$ cat src/rtl/sample_link_tx.sv
// sample_link_tx: FIFO-buffered source end of the 8-bit parallel sample link.
// Each word is presented on link_data with a flop-generated strobe link_clk:
// SETUP cycles low, HIGH cycles high, GAP cycles low, with the data held throughout.
module sample_link_tx #(
  parameter int unsigned DEPTH = 4,
  parameter int unsigned SETUP = 2,
  parameter int unsigned HIGH  = 2,
  parameter int unsigned GAP   = 2
) (
  input  logic                     clock,
  input  logic                     reset,
  input  logic [7:0]               in_data,
  input  logic                     in_valid,
  output logic                     in_ready,
  output logic [7:0]               link_data,
  output logic                     link_clk,
  output logic                     busy,
  output logic [$clog2(DEPTH):0]   level
);

  localparam int unsigned AW     = $clog2(DEPTH);
  localparam int unsigned LW     = AW + 1;
  localparam int unsigned MAX_SH = (SETUP > HIGH) ? SETUP : HIGH;
  localparam int unsigned MAX_P  = (MAX_SH > GAP) ? MAX_SH : GAP;
  localparam int unsigned CW     = $clog2(MAX_P + 1);

  localparam logic [1:0] S_IDLE  = 2'd0;
  localparam logic [1:0] S_SETUP = 2'd1;
  localparam logic [1:0] S_HIGH  = 2'd2;
  localparam logic [1:0] S_GAP   = 2'd3;

  logic [7:0]    mem [DEPTH];
  logic [AW-1:0] wr_ptr_q;
  logic [AW-1:0] rd_ptr_q;
  logic [LW-1:0] level_q;
  logic [LW-1:0] level_d;
  logic [1:0]    state_q;
  logic [1:0]    state_d;
  logic [CW-1:0] cnt_q;
  logic [CW-1:0] cnt_d;
  logic [7:0]    link_data_q;
  logic          link_clk_q;
  logic          busy_q;
  logic          push_c;
  logic          pop_c;
  logic          expire_c;
  logic          nonempty_c;

  // Handshake and status decode from registered occupancy
  assign in_ready   = (level_q != LW'(DEPTH));
  assign push_c     = in_valid && in_ready;
  assign nonempty_c = (level_q != LW'(0));
  assign expire_c   = (cnt_q == CW'(1));

  assign link_data = link_data_q;
  assign link_clk  = link_clk_q;
  assign busy      = busy_q;
  assign level     = level_q;

  // Next-state, phase counter reload and pop decision
  always_comb begin
    state_d = state_q;
    cnt_d   = cnt_q;
    pop_c   = 1'b0;
    case (state_q)
      S_IDLE: begin
        if (nonempty_c) begin
          pop_c   = 1'b1;
          state_d = S_SETUP;
          cnt_d   = CW'(SETUP);
        end
      end
      S_SETUP: begin
        if (expire_c) begin
          state_d = S_HIGH;
          cnt_d   = CW'(HIGH);
        end else begin
          cnt_d = cnt_q - CW'(1);
        end
      end
      S_HIGH: begin
        if (expire_c) begin
          state_d = S_GAP;
          cnt_d   = CW'(GAP);
        end else begin
          cnt_d = cnt_q - CW'(1);
        end
      end
      S_GAP: begin
        if (expire_c) begin
          if (nonempty_c) begin
            // back-to-back words go straight to the next setup window
            pop_c   = 1'b1;
            state_d = S_SETUP;
            cnt_d   = CW'(SETUP);
          end else begin
            state_d = S_IDLE;
            cnt_d   = CW'(0);
          end
        end else begin
          cnt_d = cnt_q - CW'(1);
        end
      end
      default: begin
        state_d = S_IDLE;
        cnt_d   = CW'(0);
      end
    endcase
  end

  // Occupancy update; simultaneous push and pop leave it unchanged
  always_comb begin
    level_d = level_q;
    case ({push_c, pop_c})
      2'b10:   level_d = level_q + LW'(1);
      2'b01:   level_d = level_q - LW'(1);
      default: level_d = level_q;
    endcase
  end

  // FIFO storage; contents need no reset since pointers and level are cleared
  always_ff @(posedge clock) begin
    if (push_c) begin
      mem[wr_ptr_q] <= in_data;
    end
  end

  // State, pointers and registered link outputs
  always_ff @(posedge clock or negedge reset) begin
    if (!reset) begin
      state_q     <= S_IDLE;
      cnt_q       <= CW'(0);
      wr_ptr_q    <= AW'(0);
      rd_ptr_q    <= AW'(0);
      level_q     <= LW'(0);
      link_data_q <= 8'h00;
      link_clk_q  <= 1'b0;
      busy_q      <= 1'b0;
    end else begin
      state_q    <= state_d;
      cnt_q      <= cnt_d;
      level_q    <= level_d;
      link_clk_q <= (state_d == S_HIGH);
      busy_q     <= (state_d != S_IDLE) || (level_d != LW'(0));
      if (push_c) begin
        wr_ptr_q <= wr_ptr_q + AW'(1);
      end
      if (pop_c) begin
        rd_ptr_q    <= rd_ptr_q + AW'(1);
        link_data_q <= mem[rd_ptr_q];
      end
    end
  end

endmodule

$ cat config.mk
export PLATFORM = sky130hd
export DESIGN_NAME = sample_link_tx
export DESIGN_NICKNAME = d
export VERILOG_FILES = /design/src/rtl/sample_link_tx.sv
export SDC_FILE = /design/constraint.sdc
export NUM_CORES = 1
export LEC_CHECK = 0
export ABC_AREA = 0
export BUFFER_PORTS_ARGS = -buffer_cell sky130_fd_sc_hd__buf_4
export CAP_MARGIN = 0
export CORE_MARGIN = 2
export CORE_UTILIZATION = 60
export CTS_BUF_LIST = sky130_fd_sc_hd__clkbuf_8
export CTS_CLUSTER_SIZE = 25
export DETAILED_ROUTE_END_ITERATION = 7
export HOLD_SLACK_MARGIN = 0.1
export PLACE_DENSITY = 0.81
export REMOVE_ABC_BUFFERS = 1
export SETUP_SLACK_MARGIN = 0.2
export SLEW_MARGIN = 20
export SYNTH_ARGS = -nofsm -noshare
export SYNTH_HDL_FRONTEND = slang
export SYNTH_SLANG_ARGS = --single-unit
$ cat constraint.sdc
create_clock -name clock -period 3.2 [get_ports clock]
set_clock_uncertainty 0.05 [all_clocks]
set_input_delay 0.16 -clock clock [delete_from_list [all_inputs] [get_ports clock]]
set_output_delay 0.16 -clock clock [all_outputs]
set_load 0.05 [all_outputs]
; Word-level counts from Yosys, hierarchy flattened
; Memories as Yosys holds them, arrays and structs flattened. A register that Yosys moved wholly into a read port is not among the register bits.
; Index checks and enable logic that the tools add are counted.
[op_classes]
n_addsub = 5
mul = 0
div = 0
n_lt_le_gt_ge = 0
n_eq_ne = 9
shifts = 0
mux = 17
n_bitwise = 0
n_reduce_logical = 8
[op_table]
columns = cell, n
row1 = $mux W2, 8
row2 = $eq A2 B2 Y1 const B, 4
row3 = $pmux W2 S4, 1
row4 = $eq A2 B1 Y1 const B, 3
row5 = $pmux W2 S3, 1
row6 = $pmux W3 S2, 1
row7 = $reduce_bool A3 Y1, 2
row8 = $mux W1, 5
row9 = $add A2 B1 Y2 const B, 2
row10 = $add A3 B1 Y3 const B, 1
row11 = $ne A3 B3 Y1 const B, 1
row12 = $sub A3 B1 Y3 const B, 1
row13 = $logic_not A2 Y1, 1
row14 = $ne A2 B2 Y1 const B, 1
row15 = $pmux W1 S2, 1
row16 = $reduce_bool A2 Y1, 1
row17 = $reduce_or A2 Y1, 1
row18 = $sub A2 B1 Y2 const B, 1
row19 = $logic_and A1 B1 Y1, 1
row20 = $logic_not A1 Y1, 1
row21 = $logic_or A1 B1 Y1, 1
[totals]
register_bits = 13
latchBits = 0
ramBits = 32
romBits = 0
in_bits = 11
elab_cells = 47
mem_count = 1
[mem_list]
columns = memory, depth, word_bits, rd, rd_clocked_by_memory_dff, write_ports, line
row1 = mem, 4, 8, 1, 1, 1, 32  ; logic [7:0] mem [DEPTH];

; Longest topological paths before layout
; Gate-level depths: netlist of the first run.
[depth]
word_depth = 8
ltp_mapped = 11
ltp_nobuf = 10

; Least setup slack after synthesis of the first run
; No wires, ideal clock.
[synth_path]
path_kind = flip-flop to flip-flop
from = register level_q[0] (netlist: level[0])
to = register busy_q (netlist: busy)
setup_ns = 0.139
t_arrival_ns = 2.675
required_ns = 3.011
setup_slack_ns = 0.336
stages_incl_launch_ff = 10
path_buffers = 0
period_less_slack_ns = 2.864
path_cell_list = dfrtp_1 > nor2_1 > nand2_1 > and2_1 > inv_1 > ha_1 > fa_1 > mux2_2 > nor2_1 > nand4b_1
[synth_via]
elab_cells_between_ends = 18
classes_between = add/sub (2) / eq/ne (3) / mux (8) / reduce/logical (5)
[synth_rtl]
columns = item, line
row1 = "start, declared", 35  ; logic [LW-1:0] level_q;
row2 = "start signal, assigned", 142  ; level_q <= level_d;
row3 = $ne A3 B3 Y1 (*), 50  ; assign in_ready = (level_q != LW'(DEPTH));
row4 = net in_ready, 14  ; output logic in_ready,
row5 = $logic_and A1 B1 Y1 (*), 51  ; assign push_c = in_valid && in_ready;
row6 = $eq A2 B1 Y1 / $eq A2 B2 Y1 (equally long branches), 114  ; case ({push_c, pop_c})
row7 = $pmux W3 S2 (*), 114
row8 = net level_d[1], 36  ; logic [LW-1:0] level_d;
row9 = $reduce_bool A3 Y1 (*), 144  ; busy_q <= (state_d != S_IDLE) || (level_d != LW'(0));
row10 = $logic_or A1 B1 Y1 (*), 144
row11 = "end signal, assigned", 144
row12 = "end, declared", 43  ; logic busy_q;
; The timed path passes the listed nets; every way through them passes the cells marked *.
; A chain may end at the register's enable or synchronous reset.

; Final worst setup path of the first run
[layout_path]
from = register state_q[0]
to = register busy_q (netlist: busy)
[layout_via]
elab_chain_len = 6
elab_cells_between_ends = 16
classes_between = eq/ne (5) / mux (7) / reduce/logical (4)
[layout_lines]
columns = item, line
row1 = "start, declared", 37  ; logic [1:0] state_q;
row2 = "start signal, assigned", 140  ; state_q <= state_d;
row3 = $eq A2 B2 Y1 / $logic_not A2 Y1 (equally long branches), 65  ; case (state_q)
row4 = $pmux W1 S2 (*), 65
row5 = $eq A2 B1 Y1 / $eq A2 B2 Y1 (equally long branches), 114
row6 = $pmux W3 S2 (*), 114
row7 = net level_d[1], 36
row8 = $reduce_bool A3 Y1 (*), 144
row9 = $logic_or A1 B1 Y1 (*), 144
; Marks and branches as above.

==> results.md, run 1 <==
STA:
- The max-slew violation count is 0.
- The total negative slack is 0 ps.
- At the pin with the least slew margin, the transition time is 483 ps.
- Setup repair after global routing left no endpoint under its margin.
- The final critical-path share of the clock period is 77.2%.
- The smallest clock period supported by the final layout is computed as between 2000 and 2500 ps.
- The number of setup violations in the final report is 0.
- Headroom to the max-slew limit came out at 67.8%.
- The highest attainable clock frequency is between 0.4 and 0.5 GHz.
- The final number of hold-violating endpoints was 0.

Synthesis:
- Of all flip-flops after synthesis, the portion carrying an async set or reset was roughly two fifths.
- The part of the Yosys area used for sequential elements is between 60% and 70%.
- The most area-hungry cell type in the Yosys netlist is edfxtp_1.
- By count the netlist is led by 32 x edfxtp_1, 21 x dfrtp_1, 12 x ha_1.
- The synthesized area per cell is between 15 and 20 sq um.
- After synthesis, the cell types taking the most area are edfxtp_1 41%, dfrtp_1 22%, mux4_1 8.9%.
- The number of enable-type register cells in the synthesized netlist is 32.
- The area share of the leading cell type in the synthesized netlist is between 40% and 50%.
- The instance count of the mapped netlist is 137.
- In the post-synthesis netlist, the cell with the most instances is edfxtp_1.
- The number of warnings issued by yosys is 0.
- The leading register cell type out of synthesis is edfxtp_1.
- Synthesis inferred 53 register bits.
- The post-synthesis instance area is roughly 2400 sq um.
- The distinct cell type count of the synthesized netlist is 31.

Finish:
- 0 antenna diodes ended up in the layout.
- Cells fill 74.7% of the core in the end.
- After the last flow step, the layout net total stands at 199.
- The filler cells instantiated in the layout total 218.
- The layout cell share with drive strength beyond 1 is 25.0%.
- The layout overhead on the synthesized area is 18.0%.

Floorplanning:
- The starting density of the core is 63.4%.
- From left edge to right edge, the die measures 66.6 um.
- The number of I/O pins is 25.
- The row count is 22.
- The die area is around 4400 sq um.
- The overall die height is 66.6 um.
- The region available for standard cell placement spans 3720 sq um.

Global route:
- The first global-routing pass estimated 6150 um of wire.
- The maximum number of pins on one net before global-route repair is 22.
- The leftover overflow at the end of global routing is 0.
- Across every metal layer, demand over resource in global routing totals 19.8%.
- The initial antenna violation count came to 0.
- The via count of the first global-routing pass is ~1,300.

Worst setup path:
- For this design, the slowest cell found on the critical path is dfrtp_1.
- In this design, the stage delay of the slowest critical-path cell is 440 ps.
- The worst setup path is launched from a flip-flop.
- STA classifies the critical path endpoint as a flip-flop.
- The startpoint identified for the worst register-to-register timing path is state_q[0].
- Of all nets on the critical path, the largest fanout is 5.
- The cell type with the highest occurrence count on the critical path is ha_1.
- The count of buffer and inverter cells on the critical path is 1.
- The data arrival time of the critical path is 2600 ps.
- The critical path is of the flip-flop to flip-flop type.
- The family with the most delay on the worst path is adder cells.
- The data required time of the worst path is 3330 ps.
- The reg-to-reg critical path endpoint is busy.
- The worst reg2reg path depth is 9.
- For flop-to-flop paths, the worst setup slack is between 700 and 800 ps.
- Traced cell by cell, the critical path runs through inv_1, ha_1, a21oi_1, nor3_4, ha_1, fa_1, mux2_2, nor2_1, nand4b_1.

Drt:
- The final layout contains routed wiring with a total length of 3770 um.
- After the first detailed-routing iteration, the DRC count stood at 39.
- Summed over all nets, wire length on met3 after detailed routing comes to 137 um.
- The length of routed wiring on met1 is 1610 um.
- The total iterations of the first detailed-routing run is 4.
- The count of nets left with antenna violations once routing finished came out at 0.
- The detailed router placed 1,249 vias in this run.
- Using the TritonRoute via totals, the vias-per-cell ratio works out to roughly 5.6.
- In this run the top signal layer used is met4.
- The detailed-route DRC error count is 0.
- The average wire per cell in the routed design is around 17 um.
- Wire segments on met2 add up to just under 2000 um in the final route.

Job:
- The number of maximum-capacitance constraint violations is 0.

Pwr:
- The relative contribution of sequential cells to total power is 39.4%.
- Of the total power, combinational logic draws 45.1%.
- For this design the static power due to leakage is 1.16 nW.
- In this run switching power makes up 38.4% of total power.
- The internal power of the cells totals approximately 1.7 mW.
- The power density normalized to cell area is 1020 nW/um^2.
- Across the VDD grid, the largest voltage drop is 0.000787 V.
- The clock share of power is 15.5%.
- The switching power total is 1.09 mW.

Clock network:
- The clock tree from TritonCTS is done.
- Clock-pin slew was measured on the worst setup and hold paths at 90 ps.
- The clock passes through at most 2 buffers.
- The H-tree was split into 2 levels.
- The post-cts gate resize count is 0.
- The clock net in this run drives a total of 53 sinks.
- The clock insertion delay at the later pin of the skew report is 300 ps.
- Clock tree synthesis inserted a total of 5 buffers.
- The clock tree root buffer cell is clkbuf_8.

Outcome:
- The flow ran to the end, and the final reports show no timing, DRC or antenna violations.

Hold path:
- The worst min-delay path endpoint is wr_ptr_q[0].
- The path class of the tightest hold or removal check is input port to flip-flop.
- The launch instance of the worst min-delay path is in_valid.
- The worst hold path was traced through 3 stages.

Placement:
- The final HPWL from detailed placement is 2600 um.
- The congestion estimate from routability-driven global placement came to 0.729.
- The number of buffers added on ports is 24.
-- layer usage --
layer  track usage (%)  vias up
met5                 0        -
met4              7.14        0
met3              5.24        6
met2              33.3       29
met1              24.7      624
li1                  -      590
-- metrics by stage --
stage | instances | power, mW | area, sq um | setup WS (ps) | hold WS (ps)
after global routing | 224 | 3.01 | 2780 | 586 | 216
after detailed placement | 207 | 2.41 | 2580 | 750 | 18.4
final | 224 | 2.84 | 2780 | 731 | 202
after floorplan | 134 | 2.07 | 2330 | 336 | -186
after global placement | 207 | 2.34 | 2580 | 873 | 10.0
after CTS | 224 | 2.86 | 2780 | 727 | 204
-- area by class of cell --
| type | instances | area [sq um] | area share, % |
|---|---|---|---|
| flip-flops and latches | 53 | 1490 | 53.5 |
| multi-input cells | 70 | 801 | 28.8 |
| repair buffers | 34 | 278 | 10.0 |
| inverters | 11 | 41.3 | 1.49 |
| well taps | 48 | 60.1 | 2.16 |
| clock buffers | 5 | 68.8 | 2.48 |
| clock inverters | 3 | 42.5 | 1.53 |
-- layout by cell type, fill, tap and decap left out, types with 2 or more instances in the layout --
master	netlist	final
ha_1	12	12
buf_4	0	25
clkbuf_8	0	5
and3_1	4	4
inv_1	11	12
nor3_4	2	2
nand2_1	3	3
dlygate4sd3_1	0	9
mux4_1	8	8
o21ai_0	2	2
mux2_2	2	2
a21oi_1	2	2
mux2i_1	3	3
nor2_1	5	5
xnor2_1	5	5
edfxtp_1	32	32
mux2_4	8	8
dfrtp_1	21	21
-- repair_timing --
action | in CTS | in global routing
setup endpoints to repair | 0 | 0
setup buffers | 0 | 0
hold buffers | 9 | 0
hold endpoints to repair | 53 | 0
-- worst max path at each step --
| stage | from | end | cells after the start |
|---|---|---|---|
| finish | state_q[0] | busy | 9 |
| detailed placement | state_q[0] | busy | 9 |
| global placement | state_q[0] | busy | 8 |
| global route | state_q[0] | busy | 9 |
| floorplan | level[0] | busy | 9 |
| CTS | state_q[0] | busy | 9 |
-- registers in the layout, summed over array words and instances (netlist names) --
name	count
mem	32
link_data	8
rd_ptr_q	2
busy	1
wr_ptr_q	2
cnt_q	2
link_clk	1
level	3
state_q	2
-- power by group through the flow --
stage	Combinational (mW)	Sequential (mW)	Clock, mW
after floorplan	0.712	1.35	0
after global placement	1.22	1.12	0
after detailed placement	1.28	1.14	0
after CTS	1.29	1.12	0.445
after global routing	1.38	1.15	0.479
final	1.28	1.12	0.439
-- worst reg2reg max path, stage by stage (launching register included) --
cell and delay, ps:
dfrtp_1 440, inv_1 110, ha_1 280, a21oi_1 250
nor3_4 60, ha_1 230, fa_1 430, mux2_2 290
nor2_1 120, nand4b_1 100
-- cell families after synthesis --
kind of cell,synth area share [%]
fa+ha+maj,7.23
mux,16.3
buf+inv,2.87
simple gates,5.05
compound gates,3.24
xor+xnor,2.23
flops,63.1
Power figures use the tool's default switching activity.
==> inputs of run 2 (changes only) <==
Settings changed: CORE_UTILIZATION 60 to 54, PLACE_DENSITY 0.81 to 0.77.
Clock period 3.2 ns to 2.27 ns, I/O delays scaled along.
==> results.md, run 2 (synthesized netlist as in run 1, its figures left out) <==
Floorplanning:
- The overall die height is 70.0 um (+5.1%).
- The die area is 4900 sq um (+10%).
- The core region area came to 4260 sq um (+15%).
- The width of the die is 70.0 um (+5.1%).
- The number of I/O pins is 25 (unchanged).
- The starting density of the core is 55.2% (-8.1 points).
- The row count is 24 (+9.1%).

Clock network:
- TritonCTS built the clock tree.
- The number of clock sinks seen by CTS was 53 (unchanged).
- The clock insertion delay at the later pin of the skew report came to 300 ps (about the same).
- The number of buffers between clock root and the deepest sink is 2 (unchanged).
- The number of levels the H-tree was split into was 2 (unchanged).
- In this run the clock root is driven by a clkbuf_8.
- The clock-pin slew on the worst setup and hold paths is 100 ps (about the same).
- The clock buffer count from CTS is 5 (unchanged).

STA:
- The shortest clock period the worst path allows after layout is 2170 ps (-302 ps).
- The final number of hold-violating endpoints was 0 (unchanged).
- The transition time of the tightest slew-check pin is 539 ps (+56.5 ps).
- The setup slack of the critical path after layout is 103 ps (-628 ps).
- The number of setup violations in the final report came to 0 (unchanged).
- The max-slew violation count was 0 (unchanged).
- The final critical-path share of the clock period came to 95.5% (+18 points).
- The highest attainable clock frequency came to 0.461 GHz (+14%).
- The total negative slack is 0 ps (unchanged).
- The relative max-transition margin is 64.1% (-3.8 points).
- Setup repair after global routing could not meet its margin everywhere.

Finish:
- mem holds more flip-flops than any other register.
- The layout overhead on the synthesized area is 27.8%.
- The layout filler cell count is 291 (+33%).
- The most common cell after layout, fill and taps aside is buf_4.
- The layout cell share with drive strength beyond 1 is 40.6% (+16 points).
- The flip-flop count of the largest register after layout is 32 (unchanged).
- The layout net count came to 225 (+13%).
- The count of antenna diodes in the layout is 0 (unchanged).
- The core utilization of the finished layout is 70.6% (-4.2 points).
- In the layout the commonest cells are 51 x buf_4, 32 x edfxtp_1, 19 x dfrtp_1.
- The final cell area excluding filler cells is 3010 sq um (+8.3%).

Drt:
- The total number of vias is 1,368 (+9.5%).
- The number of routed nets with antenna violations is 0 (unchanged).
- The detail-routed via count per cell is 5.39 (-3.4%).
- The violation count after the first detailed-routing iteration is 35 (-10%).
- The total wire length after detailed routing is 4270 um (+13%).
- The detailed-route DRC error count is 0 (unchanged).
- The average wire per cell in the routed design came to 16.8 um (-0.13%).
- The total iterations of the first detailed-routing run is 4 (unchanged).

Global route:
- The first-pass GRT wire length is 6920 um (+13%).
- The maximum number of pins on one net before global-route repair is 22 (unchanged).
- The initial antenna violation count is 0 (unchanged).
- The global-route usage over all layers is 19.0% (-0.80 points).
- The leftover overflow at the end of global routing is 0 (unchanged).
- The via count of the first global-routing pass is 1,483 (+15%).

Worst setup path:
- The longest individual stage delay on the worst path is 420 ps (-20 ps).
- The data arrival time of the critical path is 2290 ps (-310 ps).
- The largest fanout on the critical path is 3 (-2).
- The kind of start point of the critical path is a flip-flop.
- The signal on the critical path passes through inv_2, ha_4, nor3_4, ha_2, fa_1, mux2_4, nor2_2, nand4b_1.
- The data required time of the worst path is 2400 ps (-930 ps).
- STA classifies the critical path endpoint as a flip-flop.
- The cell family contributing the most delay on the critical path is adder cells.
- The slowest cell on the critical path is dfrtp_1.
- The reg-to-reg critical path endpoint is busy.
- The flop-to-flop setup slack is 100 ps (-630 ps).
- The startpoint-to-endpoint class of the critical path is flip-flop to flip-flop.
- The startpoint identified for the worst register-to-register timing path is state_q[0].
- The count of buffer and inverter cells on the critical path is 1 (unchanged).
- The worst reg2reg path depth was 8 (-1).

Placement:
- The minimum setup slack after placement is -33.1 ps (-783 ps).
- The post-place instance area is 2660 sq um (+3.4%).
- The weighted congestion at the end of routability-driven global placement is 0.711 (-2.4%).
- The number of buffers added on ports is 24 (unchanged).
- The final HPWL from detailed placement is 2660 um (+2.2%).

Hold path:
- The hold-critical path depth is 3 (unchanged).
- For hold timing, the worst endpoint is wr_ptr_q[0].
- The tightest min-delay check is of the input port to flip-flop type.
- In this run the most critical hold path is launched from in_valid.

Pwr:
- The leakage dissipation came to 1.27 nW (+9.6%).
- The peak supply drop is 0.000817 V (+3.7%).
- The total power draw was 4.31 mW (+52%).
- The power density normalized to cell area is 1430 nW/um^2 (+40%).

Outcome:
- The run finished with clean final reports.

Job:
- The number of maximum-capacitance constraint violations came to 0 (unchanged).
## run 2: changes by cell type in the layout (fill, tap and decap cells not counted), sizes merged
cell      previous run  this run
clkinvlp             0         2
bufinv               1         0
buf                 25        51
clkinv               1         0
## run 2: where the power goes
part	switching (mW)	internal (mW)
Sequential	0.224	1.34
Combinational	1.14	1.09
Clock	0.308	0.218
Total	1.67	2.65
## run 2: final cells by class
cell class | count | area [sq um] | share of cell area [%]
clock buffer | 5 | 68.8 | 2.29
clock inverter | 3 | 21.3 | 0.707
inverter | 11 | 41.3 | 1.37
multi-input combinational | 70 | 851 | 28.3
sequential | 53 | 1490 | 49.5
tap | 52 | 65.1 | 2.16
timing repair buffer | 60 | 473 | 15.7
## run 2: tightest hold or removal path: stages
cell     delay [ps]
buf_4            90
and2_4          150
xnor2_1          60
## run 2: worst max-delay path by stage
| stage | startpoint | endpoint | slack, ps | cells after the start |
|---|---|---|---|---|
| finish | state_q[0] | busy | 100 | 8 |
| CTS | state_q[0] | busy | 110 | 8 |
| detailed placement | state_q[0] | busy | -30 | 8 |
| floorplan | level[0] | busy | -590 | 9 |
| global placement | state_q[0] | busy | 40 | 8 |
| global route | state_q[0] | busy | 4 | 8 |
## run 2: repair_timing
item | CTS | global route
resized for setup | 13 | 1
setup endpoints to repair | 3 | 2
pin swaps | 7 | 5
endpoints found under the hold margin | 53 | 0
buffers inserted | 12 | 3
hold buffers | 9 | 0
cloned | 0 | 0
## run 2: layer usage
| metal | global-route usage (%) | part of all wire, % | routed length (um) | vias to the layer above |
|---|---|---|---|---|
| met1 | 22.2 | 41 | 1750 | 704 |
| li1 | - | - | - | 640 |
| met4 | 7.48 | 0.98 | 42 | 0 |
| met2 | 32.9 | 55 | 2370 | 20 |
| met3 | 5.63 | 2.6 | 111 | 4 |
| met5 | 0 | 0 | 0 | - |
## run 2: stage by stage
step / std cells / hold WS, ps
finish: 254 / 115
global route: 254 / 113
CTS: 251 / 112
detailed placement: 222 / -36.4
global placement: 222 / -36.5
floorplan: 134 / -232
==> inputs of run 3 (changes only) <==
Settings changed: CORE_UTILIZATION 54 to 64, PLACE_DENSITY 0.77 to 0.86.
Clock period 2.27 ns to 2.58 ns, I/O delays scaled along.
==> results.md, run 3 (synthesized netlist as in run 1, its figures left out) <==
Outcome:
- The flow ran to the end, and the final reports show no timing, DRC or antenna violations.

Pwr:
- The leakage dissipation was 1.19 nW (-6.2%).
- The peak supply drop is 0.000842 V (+3.1%).
- The power density normalized to cell area is 1280 nW/um^2 (-11%).
- The switching share of power is 39.7% (+0.97 points).
- The combinational power share is 49.4% (-2.2 points).
- The clock share of power is 12.9% (+0.7 points).
- The switching power total is 1.46 mW (-13%).
- The relative contribution of sequential cells to total power is 37.7% (+1.5 points).
- The total internal power came to 2.22 mW (-16%).

Global route:
- The via count of the first global-routing pass is 1,330 (-10%).
- The maximum number of pins on one net before global-route repair is 22 (unchanged).
- The initial antenna violation count came to 0 (unchanged).
- The first-pass GRT wire length is 6460 um (-6.7%).
- The leftover overflow at the end of global routing is 0 (unchanged).
- The global-route usage over all layers is 21.6% (+2.6 points).

Worst setup path:
- The critical path goes through inv_2, ha_4, nor3_4, ha_2, fa_1, mux2_2, nor2_1, nand4b_1.
- The depth of the critical timing path with buffers and inverters included came to 8 (unchanged).
- STA classifies the critical path startpoint as a flip-flop.
- On the critical path, the stage with the largest delay is an instance of dfrtp_2.
- The type of element capturing the critical path is a flip-flop.
- The critical path is of the flip-flop to flip-flop type.
- The first element of the critical path is state_q[0].
- The largest fanout on the critical path is 4 (+1).
- The data required time of the worst path is 2720 ps (+320 ps).
- The flop-to-flop setup slack is 230 ps (+130 ps).
- In this run the critical register-to-register path is launched from state_q[0].
- The worst reg2reg path depth is 8 (unchanged).
- The longest individual stage delay on the worst path is 460 ps (+40 ps).
- The most critical setup path has its endpoint at busy.
- The family with the most delay on the worst path is adder cells.
- The data arrival time of the critical path came to 2480 ps (+190 ps).
- The count of buffer and inverter cells on the critical path is 1 (unchanged).
- The endpoint identified for the worst register-to-register timing path is busy.

STA:
- Setup repair after global routing left no endpoint under its margin.
- The transition time of the tightest slew-check pin is 504 ps (-35.2 ps).
- The setup slack of the critical path after layout is 233 ps (+130 ps).
- The shortest clock period the worst path allows after layout is 2350 ps (+180 ps).
- The highest attainable clock frequency is 0.426 GHz (-7.7%).
- The max-slew violation count is 0 (unchanged).
- The total negative slack is 0 ps (unchanged).
- The relative max-transition margin is 66.4% (+2.3 points).
- The final critical-path share of the clock period is 91.0% (-4.5 points).
- The number of setup violations in the final report came to 0 (unchanged).
- The final number of hold-violating endpoints is 0 (unchanged).

Drt:
- The number of routed nets with antenna violations is 0 (unchanged).
- The detail-routed via count per cell is 5.55 (+3.1%).
- The average wire per cell in the routed design came to 18.0 um (+7.2%).
- The total number of vias was 1,299 (-5.0%).
- The detailed-route DRC error count was 0 (unchanged).
- The violation count after the first detailed-routing iteration is 84 (+140%).
- The total iterations of the first detailed-routing run is 4 (unchanged).
- The total wire length after detailed routing came to 4220 um (-1.3%).

Clock network:
- The clock insertion delay at the later pin of the skew report is 310 ps (about the same).
- The clock-pin slew on the worst setup and hold paths was 110 ps (about the same).
- TritonCTS built the clock tree.
- The clock tree root buffer cell is clkbuf_8.
- The number of levels the H-tree was split into came to 2 (unchanged).
- The number of buffers between clock root and the deepest sink is 2 (unchanged).
- The number of clock sinks seen by CTS was 53 (unchanged).
- The clock buffer count from CTS is 5 (unchanged).

Finish:
- The library cell used most frequently in the layout, excluding fill and tap cells, is buf_4.
- The layout overhead on the synthesized area is 22.2%.
- The final cell count without fillers is 234 (-7.9%).
- The core utilization of the finished layout came to 79.8% (+9.2 points).
- The layout cell share with drive strength beyond 1 is 35.5% (-5.1 points).
- The final cell area excluding filler cells came to 2880 sq um (-4.4%).
- The register with the most flip-flops in the final layout is mem.
- The layout net count is 209 (-7.1%).
- The count of antenna diodes in the layout is 0 (unchanged).
- The flip-flop count of the largest register after layout came to 32 (unchanged).
- In the layout the commonest cells are 34 x buf_4, 32 x edfxtp_1, 18 x dfrtp_1.

Floorplanning:
- The core region area was 3610 sq um (-15%).
- The width of the die is 64.7 um (-7.7%).
- The starting density of the core is 65.3% (+10 points).
- The die area is 4180 sq um (-15%).
- The overall die height is 64.7 um (-7.7%).
- The number of I/O pins came to 25 (unchanged).
- The row count was 22 (-8.3%).

Job:
- The number of maximum-capacitance constraint violations is 0 (unchanged).

Hold path:
- The kind of path behind the tightest hold check is input port to flip-flop.

Placement:
- The cell count after placement is 207 (-6.8%).
- The number of buffers added on ports is 24 (unchanged).
- The weighted congestion at the end of routability-driven global placement is 0.843 (+18%).
- The final HPWL from detailed placement is 2550 um (-4.0%).
- The minimum setup slack after placement is 81.7 ps (+115 ps).
- The post-place instance area came to 2580 sq um (-3.3%).
-- run 3: worst register-to-register path, cell delays in order (launching register included) --
cell and delay [ps]:
dfrtp_2 460, inv_2 110, ha_4 230, nor3_4 220
ha_2 240, fa_1 420, mux2_2 290, nor2_1 120
nand4b_1 100
-- run 3: worst min path at each step --
stage                   from           to  slack [ps]  cells after the start
detailed placement     reset     cnt_q[1]         -20                      1
floorplan              reset         busy        -220                      0
global placement       reset     cnt_q[0]         -20                      1
global route        in_valid  wr_ptr_q[0]         150                      3
CTS                    reset     cnt_q[1]         170                      2
finish              in_valid  wr_ptr_q[0]         130                      3
-- run 3: cell type report --
class,count,area (sq um)
tap,48,60.1
clock buffer,5,68.8
sequential,53,1490
clock inverter,3,25.0
fill,186,728
timing repair buffer,44,365
inverter,11,41.3
multi-input combinational,70,827
-- run 3: metrics by stage --
stage	hold slack, ps	power, mW
floorplan	-217	2.56
global placement	-24.8	2.90
detailed placement	-18.2	3.00
CTS	165	3.55
global route	147	3.88
finish	133	3.68
-- run 3: power by group through the flow --
stage                     sequential, mW  combinational [mW]  clock [mW]
after global routing                1.42                1.93       0.519
after global placement              1.40                1.51           0
after floorplan                     1.68               0.883           0
after CTS                           1.40                1.67       0.488
after detailed placement            1.41                1.59           0
final                               1.39                1.82       0.475
-- run 3: repair_timing --
| item | in CTS | in global routing |
|---|---|---|
| pin swaps | 0 | 2 |
| gates cloned | 0 | 0 |
| hold buffers | 9 | 0 |
| setup buffers | 3 | 7 |
| setup endpoints to repair | 2 | 2 |
| hold endpoints to repair | 53 | 0 |
| resized for setup | 4 | 7 |
-- run 3: routing by layer --
metal / vias up / global-route usage, % / part of all wire (%)
li1: 605 / - / -
met1: 664 / 28.1 / 45
met2: 21 / 34.2 / 50
met3: 9 / 6.08 / 2.5
met4: 0 / 9.57 / 2.1
met5: - / 0 / 0
